### config.mk
export PLATFORM = sky130hd
export DESIGN_NAME = fifo_unpacker
export DESIGN_NICKNAME = d
export VERILOG_FILES = /design/src/rtl/fifo_unpack_pkg.sv /design/src/rtl/fifo_unpacker_hold.sv /design/src/rtl/fifo_unpacker.sv
export SDC_FILE = /design/constraint.sdc
export NUM_CORES = 1
export LEC_CHECK = 0
export CAP_MARGIN = 20
export CORE_UTILIZATION = 45
export DETAILED_ROUTE_END_ITERATION = 8
export PLACE_DENSITY_LB_ADDON = 0.1
export SLEW_MARGIN = 40
export SYNTH_ARGS = -nofsm -noshare
export SYNTH_HDL_FRONTEND = slang
export SYNTH_SLANG_ARGS = --single-unit
### constraint.sdc
create_clock -name clk -period 1.8 [get_ports clk]
set_clock_uncertainty 0.05 [all_clocks]
set_input_delay 0.18 -clock clk [delete_from_list [all_inputs] [get_ports clk]]
set_output_delay 0.18 -clock clk [all_outputs]
set_load 0.1 [all_outputs]
### src/rtl/fifo_unpack_pkg.sv
// Shared definitions for the FIFO unpacker: FSM state encoding, FIFO word
// width, and the index-width helper used by the top and the hold register.
package fifo_unpack_pkg;

    localparam int unsigned FIFO_W = 64;

    typedef logic [1:0] state_t;

    localparam state_t ST_IDLE = 2'd0;
    localparam state_t ST_POP  = 2'd1;
    localparam state_t ST_WAIT = 2'd2;
    localparam state_t ST_SEND = 2'd3;

    // Chunk index width; a one-chunk word still gets a 1-bit index.
    function automatic int unsigned idx_width(input int unsigned nchunk);
        return (nchunk > 1) ? $clog2(nchunk) : 1;
    endfunction

endpackage

### src/rtl/fifo_unpacker_hold.sv
// unpack_hold: 64-bit load-enable holding register with an indexed chunk mux.
// Ports:
//   clk, rst   - clock, synchronous active-low reset
//   load       - capture din on the next rising edge
//   din        - 64-bit word from the FIFO
//   idx        - chunk index selecting the output slice
//   chunk      - hold[idx*OUT_W +: OUT_W], decoded from the register only
module unpack_hold
    import fifo_unpack_pkg::*;
#(
    parameter int unsigned OUT_W = 16,
    parameter int unsigned IDX_W = 2
) (
    input  logic              clk,
    input  logic              rst,
    input  logic              load,
    input  logic [FIFO_W-1:0] din,
    input  logic [IDX_W-1:0]  idx,
    output logic [OUT_W-1:0]  chunk
);

    localparam int unsigned NCHUNK = FIFO_W / OUT_W;

    logic [FIFO_W-1:0] hold_q;
    logic [FIFO_W-1:0] hold_d;

    // Load-enable next value.
    always_comb begin
        hold_d = hold_q;
        if (load) begin
            hold_d = din;
        end
    end

    // Holding register.
    always_ff @(posedge clk) begin
        if (!rst) begin
            hold_q <= '0;
        end else begin
            hold_q <= hold_d;
        end
    end

    // Chunk select; a single-chunk word bypasses the mux entirely.
    if (NCHUNK == 1) begin : g_single
        logic unused_idx;
        assign unused_idx = ^idx;
        assign chunk      = hold_q[OUT_W-1:0];
    end else begin : g_multi
        logic [OUT_W-1:0] chunk_arr [NCHUNK];
        for (genvar i = 0; i < int'(NCHUNK); i++) begin : g_slice
            assign chunk_arr[i] = hold_q[i*OUT_W +: OUT_W];
        end
        assign chunk = chunk_arr[idx];
    end

endmodule

### src/rtl/fifo_unpacker.sv
// fifo_unpacker: sole drain of the 64-bit word FIFO. Pops one word, waits for
// it, then streams it out as FIFO_W/OUT_W chunks, LS chunk first, over
// valid/ready.
// Ports:
//   clk, rst         - clock, synchronous active-low reset
//   fifo_empty       - FIFO holds no data
//   pop_fifo         - one-cycle pop request (only from POP)
//   fifo_data        - FIFO output word
//   fifo_data_valid  - fifo_data valid (expected the cycle after pop_fifo)
//   out_data         - current chunk
//   out_valid        - out_data valid, held until accepted
//   out_ready        - consumer accepts when out_valid && out_ready
//   out_last         - current chunk is the final chunk of the word
//   busy             - FSM is not in IDLE
//   err              - sticky: fifo_data_valid seen outside WAIT
module fifo_unpacker
    import fifo_unpack_pkg::*;
#(
    parameter int unsigned OUT_W = 16
) (
    input  logic              clk,
    input  logic              rst,
    input  logic              fifo_empty,
    output logic              pop_fifo,
    input  logic [FIFO_W-1:0] fifo_data,
    input  logic              fifo_data_valid,
    output logic [OUT_W-1:0]  out_data,
    output logic              out_valid,
    input  logic              out_ready,
    output logic              out_last,
    output logic              busy,
    output logic              err
);

    localparam int unsigned   NCHUNK   = FIFO_W / OUT_W;
    localparam int unsigned   IDX_W    = idx_width(NCHUNK);
    localparam logic [IDX_W-1:0] IDX_LAST = IDX_W'(NCHUNK - 1);

    state_t           state_q;
    state_t           state_d;
    logic [IDX_W-1:0] idx_q;
    logic [IDX_W-1:0] idx_d;
    logic             err_q;
    logic             err_d;
    logic             load_c;
    logic [OUT_W-1:0] chunk;

    // State, index and error registers.
    always_ff @(posedge clk) begin
        if (!rst) begin
            state_q <= ST_IDLE;
            idx_q   <= '0;
            err_q   <= 1'b0;
        end else begin
            state_q <= state_d;
            idx_q   <= idx_d;
            err_q   <= err_d;
        end
    end

    // Next-state, index and capture control.
    always_comb begin
        state_d = state_q;
        idx_d   = idx_q;
        load_c  = 1'b0;
        // A word outside WAIT is stray: flag it, otherwise ignore it.
        err_d   = err_q | (fifo_data_valid && (state_q != ST_WAIT));

        case (state_q)
            ST_IDLE: begin
                if (!fifo_empty) begin
                    state_d = ST_POP;
                end
            end
            ST_POP: begin
                state_d = ST_WAIT;
            end
            ST_WAIT: begin
                if (fifo_data_valid) begin
                    load_c  = 1'b1;
                    idx_d   = '0;
                    state_d = ST_SEND;
                end
            end
            ST_SEND: begin
                if (out_ready) begin
                    if (idx_q == IDX_LAST) begin
                        state_d = ST_IDLE;
                    end else begin
                        idx_d = idx_q + 1'b1;
                    end
                end
            end
            default: begin
                state_d = ST_IDLE;
            end
        endcase
    end

    // Outputs decoded from registers only.
    always_comb begin
        pop_fifo  = (state_q == ST_POP);
        out_valid = (state_q == ST_SEND);
        out_last  = (state_q == ST_SEND) && (idx_q == IDX_LAST);
        busy      = (state_q != ST_IDLE);
        err       = err_q;
        out_data  = chunk;
    end

    unpack_hold #(
        .OUT_W (OUT_W),
        .IDX_W (IDX_W)
    ) u_hold (
        .clk   (clk),
        .rst   (rst),
        .load  (load_c),
        .din   (fifo_data),
        .idx   (idx_q),
        .chunk (chunk)
    );

endmodule
==> flow_metrics.tcl <==
set metrics [dict create \
    critPathSlowestCell "mux4_2" \
    start_util_pct 47.74 \
    max-vdd-ir-drop_mv 1.214 \
    whs_ps 334.1 \
    cts_buffer_depth 2 \
    setup_viol 16 \
    cp_max_fo 6 \
    nNetsFinal 500 \
    first_pass_iters 4 \
    synthAdderAreaFrac_pct 2.580 \
    fmax_mhz 537.4 \
    hpwl_um 4879 \
    grt_max_degree 65 \
    numPortBuffers 89 \
    numCtsBuffers 9 \
    grt_pass1_wl_um 11490 \
    area_delta_synth_final_pct 50.60 \
    critPathCaptureType "output pin" \
    antennaDiodeCount 0 \
    cts_tree "done" \
    tightest_slew_ps 303.8 \
    layout_commonest_cell "nand2_1" \
    cp.required_ps 1570 \
    drc 0 \
    drive_gt1_share_pct 16.74 \
    grt_overflow 0 \
    clk_latency_ps 330 \
    grt_usage_pct 23.38 \
    path_clk_slew_ps 70 \
    die-height_um 82.42 \
    first_iter_violations 181 \
    cts_root_buf "clkbuf_8" \
    critPathTopFamily "multiplexers" \
    ys_ff_latch 69 \
    final_cell_mix "134 x nand2_1, 68 x dfxtp_1, 68 x clkdlybuf4s50_1" \
    hold_viol_final 0 \
    critPathMaxStageDelay_ps 550 \
    dieWidth_um 82.42 \
    violations "setup timing" \
    yosys.area_share.simple_pct 20.03 \
    grt_pass1_vias 2388 \
    cp.depth 3 \
    rsz0062_at_grt "true" \
    post_drt_via_cell_ratio 5.063 \
    cts.sinks 69 \
    layout.cells.non_filler 505 \
    p_per_area_nw_per_um2 1048 \
    design.core.area_um2 6096 \
    finalCriticalPeriod_ps 1861 \
    arrival_ps 1630 \
    synth_xor_area_share_pct 0 \
    die-area_um2 6793 \
    wl_per_cell_um 14.61 \
    cp_cell_sequence "buf_12, mux4_2, buf_12" \
    startpoint_type "register" \
    status "complete, but fails checks" \
    slew_viol_final 0 \
    synth_top_family_by_area "simple AND/OR/NAND/NOR gates" \
    dp_cells 487 \
    finalPower_uw 4594 \
    dr_total_vias 2557 \
    io_pins 90 \
    antenna_found_initial 0 \
    reg2regPathDepth 5 \
    routed_wl_um 7378 \
    pre_cts_slack_ps 123.5 \
    synth_area_per_cell_um2 8.610 \
    maxSlewHeadroom_pct 79.71 \
    ctsHtreeMaxLevel 3 \
    p_leak_uw 0.001518 \
    yosys_warnings 0 \
    setup.worst_path.class "register to output pin" \
    synth.distinct_cells 22 \
    crit_buf_inv 2 \
    gp_congestion 0.8213 \
    syn_inst 338 \
    maxCapViolations 0 \
    setup_slack_ps -60.72 \
    cts_hold_buf 0 \
    synth_compound_area_share_pct 12.08 \
    nFillCells 476 \
    mappedNetlistArea_um2 2910 \
    ant_nets 0 \
    rows 28 \
    synthMuxAreaShare_pct 13.41 \
    synth_fp_nets 413 \
    min_path_cells 3 \
    ys_seq_area_share_pct 47.46 \
    cpMostUsedCell "buf_12" \
    fin_crit_sh_pct 103.4 \
    min_path_type "primary input to register" \
]
## Yosys cell counts
cell type | instances | share of area, %
a211oi_1 | 1 | 0.26
a21oi_1 | 65 | 11
a31oi_1 | 1 | 0.22
and2_1 | 2 | 0.43
buf_2 | 10 | 1.7
buf_4 | 2 | 0.52
clkbuf_1 | 12 | 1.5
dfxtp_1 | 69 | 47
ha_1 | 6 | 2.6
inv_1 | 5 | 0.64
mux2i_1 | 3 | 1.0
mux4_2 | 16 | 12
nand2_1 | 135 | 17
nand2b_1 | 2 | 0.43
nand3_1 | 1 | 0.17
nand4bb_1 | 1 | 0.39
nor2_1 | 2 | 0.26
nor2b_1 | 1 | 0.22
nor2b_4 | 1 | 0.47
o21ai_0 | 1 | 0.17
o31ai_1 | 1 | 0.26
or4_1 | 1 | 0.26
## flip-flops by register name (all words and copies together), names as in the netlist
signal / count
u_hold.hold_q: 64
idx_q: 2
state_q: 2
err: 1
## metal layers
metal  share of wire (%)  track usage [%]  up-vias  routed length [um]
met5                   0                0        -                   0
met4                 1.6            7.544        0                 115
met3                 7.5            7.253       12                 553
met2                  47            37.11       85                3454
met1                  44            30.26     1159                3255
li1                    -                -     1301                   -
## power breakdown
group          internal, uW  switching, uW  total [uW]
Clock                   674            546        1220
Sequential             1670           94.1        1770
Combinational           670            936        1610
## tightest hold or removal path: stages
cell             delay (ps)
clkdlybuf4s50_1         390
nand2_1                  50
a21oi_1                  50
## per-stage QoR
step	TNS [ps]	util [%]	area, um2
CTS	-895.9	71.53	4360
detailed placement	0	67.61	4121
floorplan	0	-	2915
global placement	0	67.61	4121
global route	-1499	71.90	4383
finish	-651.0	71.90	4383
## cell families (layout without fill, tap and decap cells)
logic type / Yosys count / count (layout)
buf+inv: 29 / 121
compound gates: 69 / 69
flops: 69 / 69
mux: 19 / 19
simple gates: 146 / 146
fa+ha+maj: 6 / 6
## cell type report
class	count	area [um2]	area share [%]
clock buffers	12	145.1	3.311
clock inverters	4	47.55	1.085
inverters	5	18.77	0.4282
multi-input cells	240	1431	32.66
flip-flops and latches	69	1385	31.60
well taps	75	93.84	2.141
repair buffers	100	1261	28.78
## what timing repair did
item,4_1_cts,5_1_grt
gates resized for setup,5,4
setup buffers,1,0
endpoints found under the setup margin,16,18
pin swaps,0,1
gates cloned,1,0
## final timing paths
path,start,endpoint,slack (ps)
setup / recovery,idx_q[0]$_SDFFE_PN0P_,out_data[0],-60
hold / removal,fifo_data[44],u_hold.hold_q[44]$_SDFFE_PN0P_,330
setup reg to reg,state_q[0]$_SDFFE_PN0P_,idx_q[0]$_SDFFE_PN0P_,140
hold reg to reg,u_hold.hold_q[55]$_SDFFE_PN0P_,u_hold.hold_q[55]$_SDFFE_PN0P_,400
Power figures use the tool's default switching activity.
